File: config.mk
export PLATFORM = sky130hd
export DESIGN_NAME = mul4_rr_scheduler
export DESIGN_NICKNAME = d
export VERILOG_FILES = /design/src/rtl/mul4_rr_scheduler.sv
export SDC_FILE = /design/constraint.sdc
export NUM_CORES = 1
export LEC_CHECK = 0
export BUFFER_PORTS_ARGS = -buffer_cell sky130_fd_sc_hd__buf_2
export CAP_MARGIN = 20
export CORE_ASPECT_RATIO = 1.5
export CORE_MARGIN = 5
export CORE_UTILIZATION = 25
export CTS_CLUSTER_SIZE = 12
export DETAILED_ROUTE_END_ITERATION = 12
export MAX_ROUTING_LAYER = met4
export PLACE_DENSITY = 0.42
export REMOVE_ABC_BUFFERS = 1
export SYNTH_ARGS = -nofsm -noshare
export SYNTH_HDL_FRONTEND = slang
export SYNTH_SLANG_ARGS = --single-unit
export TNS_END_PERCENT = 10
File: constraint.sdc
create_clock -name clk -period 4.1 [get_ports clk]
set_input_delay 0.82 -clock clk [delete_from_list [all_inputs] [get_ports clk]]
set_output_delay 0.82 -clock clk [all_outputs]
set_load 0.005 [all_outputs]
File: src/rtl/mul4_rr_scheduler.sv
// Round-robin scheduler that shares one NAND-built 4x4 multiplier among four requesters.
// An accepted request moves through IDLE -> CALC -> HOLD and is held on the response port until the consumer takes it.
module mul4_nand (
  input  logic [3:0] a,
  input  logic [3:0] b,
  output logic [7:0] p
);
  function automatic logic nd(input logic x, input logic y);
    return ~(x & y);
  endfunction

  function automatic logic and2(input logic x, input logic y);
    return nd(nd(x, y), nd(x, y));
  endfunction

  // Nine-gate NAND full adder; returns {carry, sum}
  function automatic logic [1:0] fa(input logic x, input logic y, input logic ci);
    logic n1, n2, n3, xo, n5, n6, n7;
    n1 = nd(x, y);
    n2 = nd(x, n1);
    n3 = nd(y, n1);
    xo = nd(n2, n3);
    n5 = nd(xo, ci);
    n6 = nd(xo, n5);
    n7 = nd(ci, n5);
    return {nd(n1, n5), nd(n6, n7)};
  endfunction

  // Array multiplier: each row adds the next partial product to the shifted running sum
  always_comb begin : arr
    logic [3:0] acc, pp, sh;
    logic       cy, c;
    logic [1:0] r;
    p  = '0;
    pp = '0;
    sh = '0;
    r  = '0;
    c  = 1'b0;
    cy = 1'b0;
    for (int j = 0; j < 4; j++) acc[j] = and2(a[j], b[0]);
    p[0] = acc[0];
    for (int i = 1; i < 4; i++) begin
      sh = {cy, acc[3:1]};
      c  = 1'b0;
      for (int j = 0; j < 4; j++) begin
        pp[j]  = and2(a[j], b[i]);
        r      = fa(sh[j], pp[j], c);
        acc[j] = r[0];
        c      = r[1];
      end
      cy   = c;
      p[i] = acc[0];
    end
    p[7:4] = {cy, acc[3:1]};
  end
endmodule

module mul4_rr_scheduler #(
  parameter int NREQ    = 4,
  parameter int RR_INIT = 0,
  parameter int CNT_W   = 8
) (
  input  logic              clk,
  input  logic              rst,
  input  logic [NREQ-1:0]   req_valid,
  input  logic [4*NREQ-1:0] req_a,
  input  logic [4*NREQ-1:0] req_b,
  output logic [NREQ-1:0]   req_ready,
  output logic              resp_valid,
  output logic [1:0]        resp_id,
  output logic [7:0]        resp_p,
  input  logic              resp_ready,
  output logic              busy,
  output logic [CNT_W-1:0]  done_cnt
);
  localparam int IW = 2;

  typedef enum logic [1:0] {IDLE, CALC, HOLD} state_t;

  state_t          state;
  logic [IW-1:0]   rr_ptr, id_reg, gnt_id;
  logic            gnt_any;
  logic [3:0]      op_a, op_b;
  logic [7:0]      prod;

  mul4_nand u_mul (.a(op_a), .b(op_b), .p(prod));

  // Scan downward so the requester closest to rr_ptr wins
  always_comb begin : pick
    logic [IW-1:0] idx;
    gnt_any = 1'b0;
    gnt_id  = rr_ptr;
    idx     = rr_ptr;
    for (int k = NREQ - 1; k >= 0; k--) begin
      idx = rr_ptr + IW'(k);
      if (req_valid[idx]) begin
        gnt_any = 1'b1;
        gnt_id  = idx;
      end
    end
  end

  always_comb begin
    req_ready = '0;
    if (state == IDLE && gnt_any) req_ready[gnt_id] = 1'b1;
  end

  assign busy = (state != IDLE);

  always_ff @(posedge clk or posedge rst) begin
    if (rst) begin
      state      <= IDLE;
      rr_ptr     <= IW'(RR_INIT);
      id_reg     <= '0;
      op_a       <= '0;
      op_b       <= '0;
      resp_valid <= 1'b0;
      resp_id    <= '0;
      resp_p     <= '0;
      done_cnt   <= '0;
    end else begin
      case (state)
        IDLE: if (gnt_any) begin
          op_a   <= req_a[4*gnt_id +: 4];
          op_b   <= req_b[4*gnt_id +: 4];
          id_reg <= gnt_id;
          rr_ptr <= gnt_id + IW'(1);
          state  <= CALC;
        end
        CALC: begin
          resp_p     <= prod;
          resp_id    <= id_reg;
          resp_valid <= 1'b1;
          state      <= HOLD;
        end
        HOLD: if (resp_ready) begin
          resp_valid <= 1'b0;
          done_cnt   <= done_cnt + CNT_W'(1);
          state      <= IDLE;
        end
        default: state <= IDLE;
      endcase
    end
  end
endmodule

==> flow_metrics.py, run 1 <==
metrics = {
    "outcome": {
        "status": "finished clean",
    },
    "worst_hold_path": {
        "hold_depth": 2,
        "worstHoldPathType": "flop to flop",
    },
    "yosys": {
        "ys_types": 36,
        "netlist_instances": 211,
        "ys_seq_area_share_pct": 40.2,
        "syn_area_um2": 2050,
        "async_flop_share_pct": 100,
        "synthFlopType": "dfrtp_1",
        "yosysWarningCount": 0,
        "synth_edf_count": 0,
        "yosysTopAreaCell": "dfrtp_1",
        "syn_area_per_cell_um2": 9.74,
        "yosysTopAreaCellShare_pct": 40.2,
        "ys_ff_latch": 33,
        "synth.area.top_cells": "dfrtp_1 40%, fa_1 7.8%, nand2_1 7.1%, ha_1 5.5%, mux2_4 4.4%",
    },
    "power": {
        "peakVddDrop_uv": 200,
        "switching_share_pct": 36.4,
        "leakagePower_uw": 0.00139,
        "powerDensity_nw_per_um2": 683,
        "power_uw": 1830,
        "clkPwrFrac_pct": 26.4,
        "seq_power_share_pct": 31.8,
        "p_int_uw": 1160,
        "comb_power_share_pct": 41.8,
        "switchingPower_uw": 666,
    },
    "detailed_routing": {
        "drcViolationCount": 0,
        "finalWirelength_mm": 4.94,
        "vias": 1662,
        "vias_per_cell": 4.34,
        "drt_iter0_drc": 73,
        "ant_nets": 0,
        "wl_per_cell_um": 12.9,
        "dr.pass1.iters": 4,
    },
    "final_layout": {
        "final_layout_size_suffix_gt1_share_pct": 30.9,
        "nNetsFinal": 333,
        "antenna_cells": 0,
        "area_growth_pct": 30.1,
        "reg_top3": "done_cnt x8, resp_p x8",
    },
    "die": {
        "start_util_pct": 25.7,
        "fp.dieW_um": 84.0,
        "num_rows": 40,
        "dieArea_um2": 10200,
        "boundaryPins": 63,
        "die_y_um": 121,
        "core_um2": 8010,
    },
    "clock_network": {
        "cts_made_buffers": 5,
        "tritoncts": "done",
        "cts-root-buf": "clkbuf_16",
        "cts_resized": 0,
        "cts_htree_levels": 2,
        "numClockSinks": 33,
        "clkTransAtPathRegs_ps": 60,
        "postCtsSetupRepairBufs": 0,
        "postCtsHoldBufs": 0,
        "insertion_delay_ps": 280,
        "cts_buffer_depth": 2,
    },
    "critical_path": {
        "crit_top_cell": "fa_1",
        "worstPathMaxFanout": 5,
        "start_kind": "flop",
        "crit_chain": "and2_1, ha_1, inv_1, fa_1, fa_1, inv_1, fa_1, inv_1, fa_1, fa_1, fa_1, inv_1, fa_1, nand2_1, nand2_1",
        "critPathArrivalTime_ps": 3990,
        "r2r_cells": 15,
        "slowest_stage": "fa_1",
        "path_class": "flop to flop",
        "required_ps": 4260,
        "crit_path_end_kind": "flop",
        "max_stage_delay_ps": 490,
    },
    "place": {
        "port_buffers": 62,
        "gp_congestion": 0.760,
        "dp_hpwl_mm": 3.93,
        "pre_cts_ws_ps": 262,
    },
    "timing": {
        "finalHoldWorstSlack_ps": 466,
        "tightest_slew_ps": 714,
        "timing.final.crit_share_pct": 93.2,
        "tns_ps": 0,
        "period_needed_ps": 3820,
        "clock.fmax_mhz": 262,
        "slew_headroom_pct": 52.3,
        "maxSlewViolCount": 0,
        "final-setup-viol-count": 0,
        "finalHoldViolations": 0,
        "rsz0062_at_grt": "false",
        "fin_skew_ps": 5.40,
        "setup_ws_ps": 279,
    },
    "global_routing": {
        "grt.total_usage_pct": 10.7,
        "grt_max_degree": 34,
        "grt_pass1_wl_mm": 8.65,
        "overflow": 0,
        "antenna_found_initial": 0,
        "first_global_vias": 1875,
    },
    "run": {
        "drv_cap": 0,
    },
}
## synthesized netlist by cell type, drive strengths merged (2+ instances only)
library cell  number
nand2             40
fa                 8
o21ai             11
clkbuf             3
inv               16
a21oi             10
a21o               3
ha                 9
nand2b             4
buf                3
a221o              8
nor2               8
nor2b              3
nand3             12
dfrtp             33
xor2               3
mux2               9
o21a               2
xnor2              4
and2              12
## path summary, 6_finish.rpt
check,endpoint,start,slack (ps)
worst min register to register,resp_id[0]$_DFFE_PP0P_,resp_id[0]$_DFFE_PP0P_,470
worst max register to register,resp_p[6]$_DFFE_PP0P_,op_b[0]$_DFFE_PP0P_,280
max in group asynchronous,resp_p[7]$_DFFE_PP0P_,rst,3170
min in group asynchronous,resp_id[0]$_DFFE_PP0P_,rst,630
worst min-delay path,resp_id[0]$_DFFE_PP0P_,resp_id[0]$_DFFE_PP0P_,470
worst max-delay path,resp_p[6]$_DFFE_PP0P_,op_b[0]$_DFFE_PP0P_,280
## stage by stage
stage	instance area, µm²	std cells	utilization (%)
CTS	2670	382	33.3
floorplan	2020	205	-
global route	2670	383	33.4
global placement	2480	374	30.9
finish	2670	383	33.4
detailed placement	2480	374	30.9
## power groups by stage
| stage | Combinational [µW] | Clock (µW) | Sequential [µW] |
|---|---|---|---|
| after floorplan | 531 | 0 | 562 |
| after global placement | 777 | 0 | 586 |
| after detailed placement | 775 | 0 | 589 |
| after CTS | 781 | 497 | 584 |
| after global routing | 893 | 508 | 609 |
| final | 764 | 482 | 581 |
## layer usage
layer  share of wire [%]  track usage [%]  wire length, µm  vias to the layer above
li1                    -                -                -                      846
met1                  43             12.1             2120                      765
met2                  50             18.4             2490                       43
met3                 3.9             1.83              192                        8
met4                 2.8             5.13              140                        0
met5                   0                -                0                        -
## worst max-delay path, delay by kind of cell, from the launching register on
family / cells / cell delay (ps)
adders and majority gates: 8 / 2830
buffers and inverters: 4 / 240
DFF: 1 / 400
and+or+nand+nor: 3 / 270
## cells in the final DEF, fill, tap and decap left out, drive strengths merged, types with 2 or more instances in the layout
master	count
buf	64
o21ai	11
nand3	12
dfrtp	33
nand2	40
nand2b	4
xor2	3
fa	8
clkbuf	6
a221o	8
mux2	9
a21o	3
and2	12
xnor2	4
ha	9
o21a	2
nor2	8
a21oi	10
bufinv	2
inv	16
nor2b	3
## kinds of logic (layout without fill, tap and decap cells)
| kind of cell | Yosys count | in the layout | synth area share (%) |
|---|---|---|---|
| AOI/OAI and AO/OA | 38 | 38 | 12.9 |
| xor gates and xnor gates | 7 | 7 | 2.98 |
| adders and majority gates | 17 | 17 | 13.3 |
| buffers and inverters | 22 | 89 | 4.63 |
| DFF | 33 | 33 | 40.2 |
| muxes | 9 | 9 | 6.03 |
| and+or+nand+nor | 85 | 85 | 20.0 |
## final cells by class
class / instances / area [µm²]
tap: 105 / 131
multi-input combinational: 156 / 1130
sequential: 33 / 826
timing repair buffer: 65 / 333
clock inverter: 3 / 65.1
fill: 878 / 5330
clock buffer: 5 / 125
inverter: 16 / 60.1
No activity file was read; power rests on OpenSTA's default activity.
==> inputs of run 2 (changes only) <==
--- a/config.mk
+++ b/config.mk
@@ -17,5 +17,6 @@
 export REMOVE_ABC_BUFFERS = 1
 export SYNTH_ARGS = -nofsm -noshare
 export SYNTH_HDL_FRONTEND = slang
+export SYNTH_HIERARCHICAL = 1
 export SYNTH_SLANG_ARGS = --single-unit
 export TNS_END_PERCENT = 10
==> run 2 against run 1 <==
Global-route usage down 0.25 points. Register-to-register slack worse by 150 ps. Via count is 4.5% lower. Setup slack lost 150 ps. Non-clock buffer count grew 6. First-iteration DRC count decreased by 67%. Core utilization down 0.094 points. Worst hold slack gained 0.79 ps. Clock-buffer cell count is the same. Largest cell class unchanged. Highest routed layer unchanged.
==> flow_metrics.py, run 2 <==
metrics = {
    "yosys": {
        "netlist_instances": 187,
        "synthFlopType": "dfrtp_1",
        "ys_ff_latch": 33,
        "yosysTopAreaCell": "dfrtp_1",
        "syn_area_per_cell_um2": 10.9,
        "yosysTopAreaCellShare_pct": 40.4,
        "synth.area.top_cells": "dfrtp_1 40%, fa_1 7.8%, mux2_2 6.1%, mux2_4 5.1%, a221o_1 3.9%",
        "synth_edf_count": 0,
        "async_flop_share_pct": 100,
        "ys_top_cells_by_count": "33 x dfrtp_1, 15 x inv_1, 12 x nand3_1, 11 x mux2_2, 10 x nand2_1",
        "yosysWarningCount": 6,
        "ys_types": 41,
        "ys_seq_area_share_pct": 40.4,
        "yosysMostFrequentCell": "dfrtp_1",
        "syn_area_um2": 2040,
    },
    "critical_path": {
        "worstPathMaxFanout": 4,
        "r2r_cells": 16,
        "critPathArrivalTime_ps": 4120,
        "r2r-end": "resp_p[6]$_DFFE_PP0P_",
        "crit_path_end_kind": "flop",
        "start_kind": "flop",
        "required_ps": 4260,
        "path_class": "flop to flop",
        "rr_startpoint": "op_a[1]$_DFFE_PP0P_",
        "reg2reg_slack_ps": 130,
    },
    "detailed_routing": {
        "wl_met1_mm": 2.13,
        "ant_nets": 0,
        "wl_per_cell_um": 13.4,
        "dr.pass1.iters": 4,
        "finalWirelength_mm": 4.88,
        "drt_iter0_drc": 24,
        "vias_per_cell": 4.35,
        "wl_met3_um": 263,
        "routed.top_layer": "met4",
        "dr_wl_met2_mm": 2.43,
        "vias": 1588,
        "drcViolationCount": 0,
    },
    "global_routing": {
        "overflow": 0,
        "grt.total_usage_pct": 10.5,
        "grt_max_degree": 34,
        "first_global_vias": 1697,
        "antenna_found_initial": 0,
        "grt_pass1_wl_mm": 8.29,
    },
    "timing": {
        "final-setup-viol-count": 0,
        "maxSlewViolCount": 0,
        "slew_headroom_pct": 35.2,
        "timing.final.crit_share_pct": 96.7,
        "period_needed_ps": 3970,
        "tightest_slew_ps": 971,
        "clock.fmax_mhz": 252,
        "fin_skew_ps": 6.64,
        "setup_ws_ps": 133,
        "finalHoldViolations": 0,
    },
    "worst_hold_path": {
        "min_from": "done_cnt[7]$_DFFE_PP0P_",
        "worstHoldPathType": "flop to flop",
        "worstHoldEndpoint": "done_cnt[7]$_DFFE_PP0P_",
        "hold_depth": 1,
    },
    "final_layout": {
        "area_growth_pct": 30.4,
        "fill_cells": 853,
        "layout_common_cells": "62 x buf_2, 33 x dfrtp_1, 14 x inv_1, 12 x nand3_1, 11 x mux2_2",
        "stdcell_area_um2": 2670,
        "antenna_cells": 0,
        "layout_commonest_cell": "buf_2",
        "reg_top3": "done_cnt x8, resp_p x8",
        "final_layout_size_suffix_gt1_share_pct": 40.8,
        "nNetsFinal": 311,
    },
    "clock_network": {
        "postCtsHoldBufs": 0,
        "cts_made_buffers": 5,
        "numClockSinks": 33,
        "tritoncts": "done",
        "cts_htree_levels": 2,
        "insertion_delay_ps": 280,
        "clkTransAtPathRegs_ps": 60,
        "cts_buffer_depth": 2,
        "cts-root-buf": "clkbuf_16",
    },
    "place": {
        "pre_cts_ws_ps": 90.4,
        "placed_cell_area_um2": 2490,
        "port_buffers": 62,
        "dp_hpwl_mm": 3.80,
        "gp_congestion": 0.789,
    },
    "die": {
        "fp.dieW_um": 83.8,
        "die_y_um": 121,
        "boundaryPins": 63,
        "core_um2": 8010,
        "start_util_pct": 25.5,
        "num_rows": 40,
        "dieArea_um2": 10100,
    },
    "power": {
        "powerDensity_nw_per_um2": 677,
        "leakagePower_uw": 0.00133,
        "peakVddDrop_uv": 235,
    },
    "run": {
        "drv_cap": 0,
    },
    "outcome": {
        "status": "finished clean",
    },
}
## run 2: cell type report
type	instances	area (µm²)	area share, %
Clock buffer	5	125	4.69
Clock inverter	3	17.5	0.657
Inverter	15	56.3	2.11
Multi-Input combinational cell	133	1130	42.5
Sequential cell	33	826	31.0
Tap cell	105	131	4.93
Timing Repair Buffer	71	378	14.2
## run 2: how the worst max path moves through the flow
stage	startpoint	endpoint	slack, ps	depth (start not counted)
global placement	op_b[1]$_DFFE_PP0P_	resp_p[6]$_DFFE_PP0P_	160	14
CTS	op_b[1]$_DFFE_PP0P_	resp_p[6]$_DFFE_PP0P_	80	16
finish	op_a[1]$_DFFE_PP0P_	resp_p[6]$_DFFE_PP0P_	130	16
global route	op_a[1]$_DFFE_PP0P_	resp_p[6]$_DFFE_PP0P_	-30	16
floorplan	op_b[0]$_DFFE_PP0P_	resp_p[6]$_DFFE_PP0P_	260	16
detailed placement	op_b[1]$_DFFE_PP0P_	resp_p[6]$_DFFE_PP0P_	90	16
## run 2: metal layers
| metal | track usage, % | up-vias |
|---|---|---|
| li1 | - | 796 |
| met1 | 12.9 | 736 |
| met2 | 16.7 | 52 |
| met3 | 1.98 | 4 |
| met4 | 4.53 | 0 |
| met5 | - | - |
## run 2: cells by family (layout without fill, tap and decap cells)
group | Yosys count | count (layout) | share of synthesized area, %
compound gates | 38 | 38 | 13.8
buf+inv | 21 | 94 | 4.47
flops | 33 | 33 | 40.4
simple gates | 55 | 55 | 15.3
xor+xnor | 8 | 8 | 3.43
fa+ha+maj | 13 | 13 | 10.9
mux | 19 | 19 | 11.8
## run 2: report_power, final
group	switching (µW)	internal (µW)	total [µW]
logic	426	449	875
registers	108	464	572
clock network	136	222	358
## run 2: what timing repair did
action / 4_1_cts / 5_1_grt
endpoints found under the setup margin: 0 / 1
resized for setup: 0 / 3
setup buffers: 0 / 4
## run 2: worst max-delay path, stage by stage (launching register included)
cell and delay [ps]:
dfrtp_1 380, and2_1 140, ha_1 130, inv_1 50, fa_2 350, fa_1 480, inv_1 50, fa_1 380
inv_1 90, fa_2 440, inv_2 70, fa_1 160, inv_1 50, fa_1 350, inv_1 70, fa_1 400
mux2_2 270
## run 2: through the flow
| step | std cells | util, % | total power (µW) | hold slack, ps | setup TNS (ps) |
|---|---|---|---|---|---|
| 4_1_cts | 361 | 32.9 | 1810 | 473 | 0 |
| 2_1_floorplan | 181 | - | 1130 | 444 | 0 |
| 3_5_place_dp | 353 | 31.1 | 1440 | 462 | 0 |
| 5_1_grt | 365 | 33.3 | 1980 | 500 | -31.1 |
| 3_3_place_gp | 353 | 31.1 | 1430 | 459 | 0 |
| 6_report | 365 | 33.3 | 1800 | 467 | 0 |
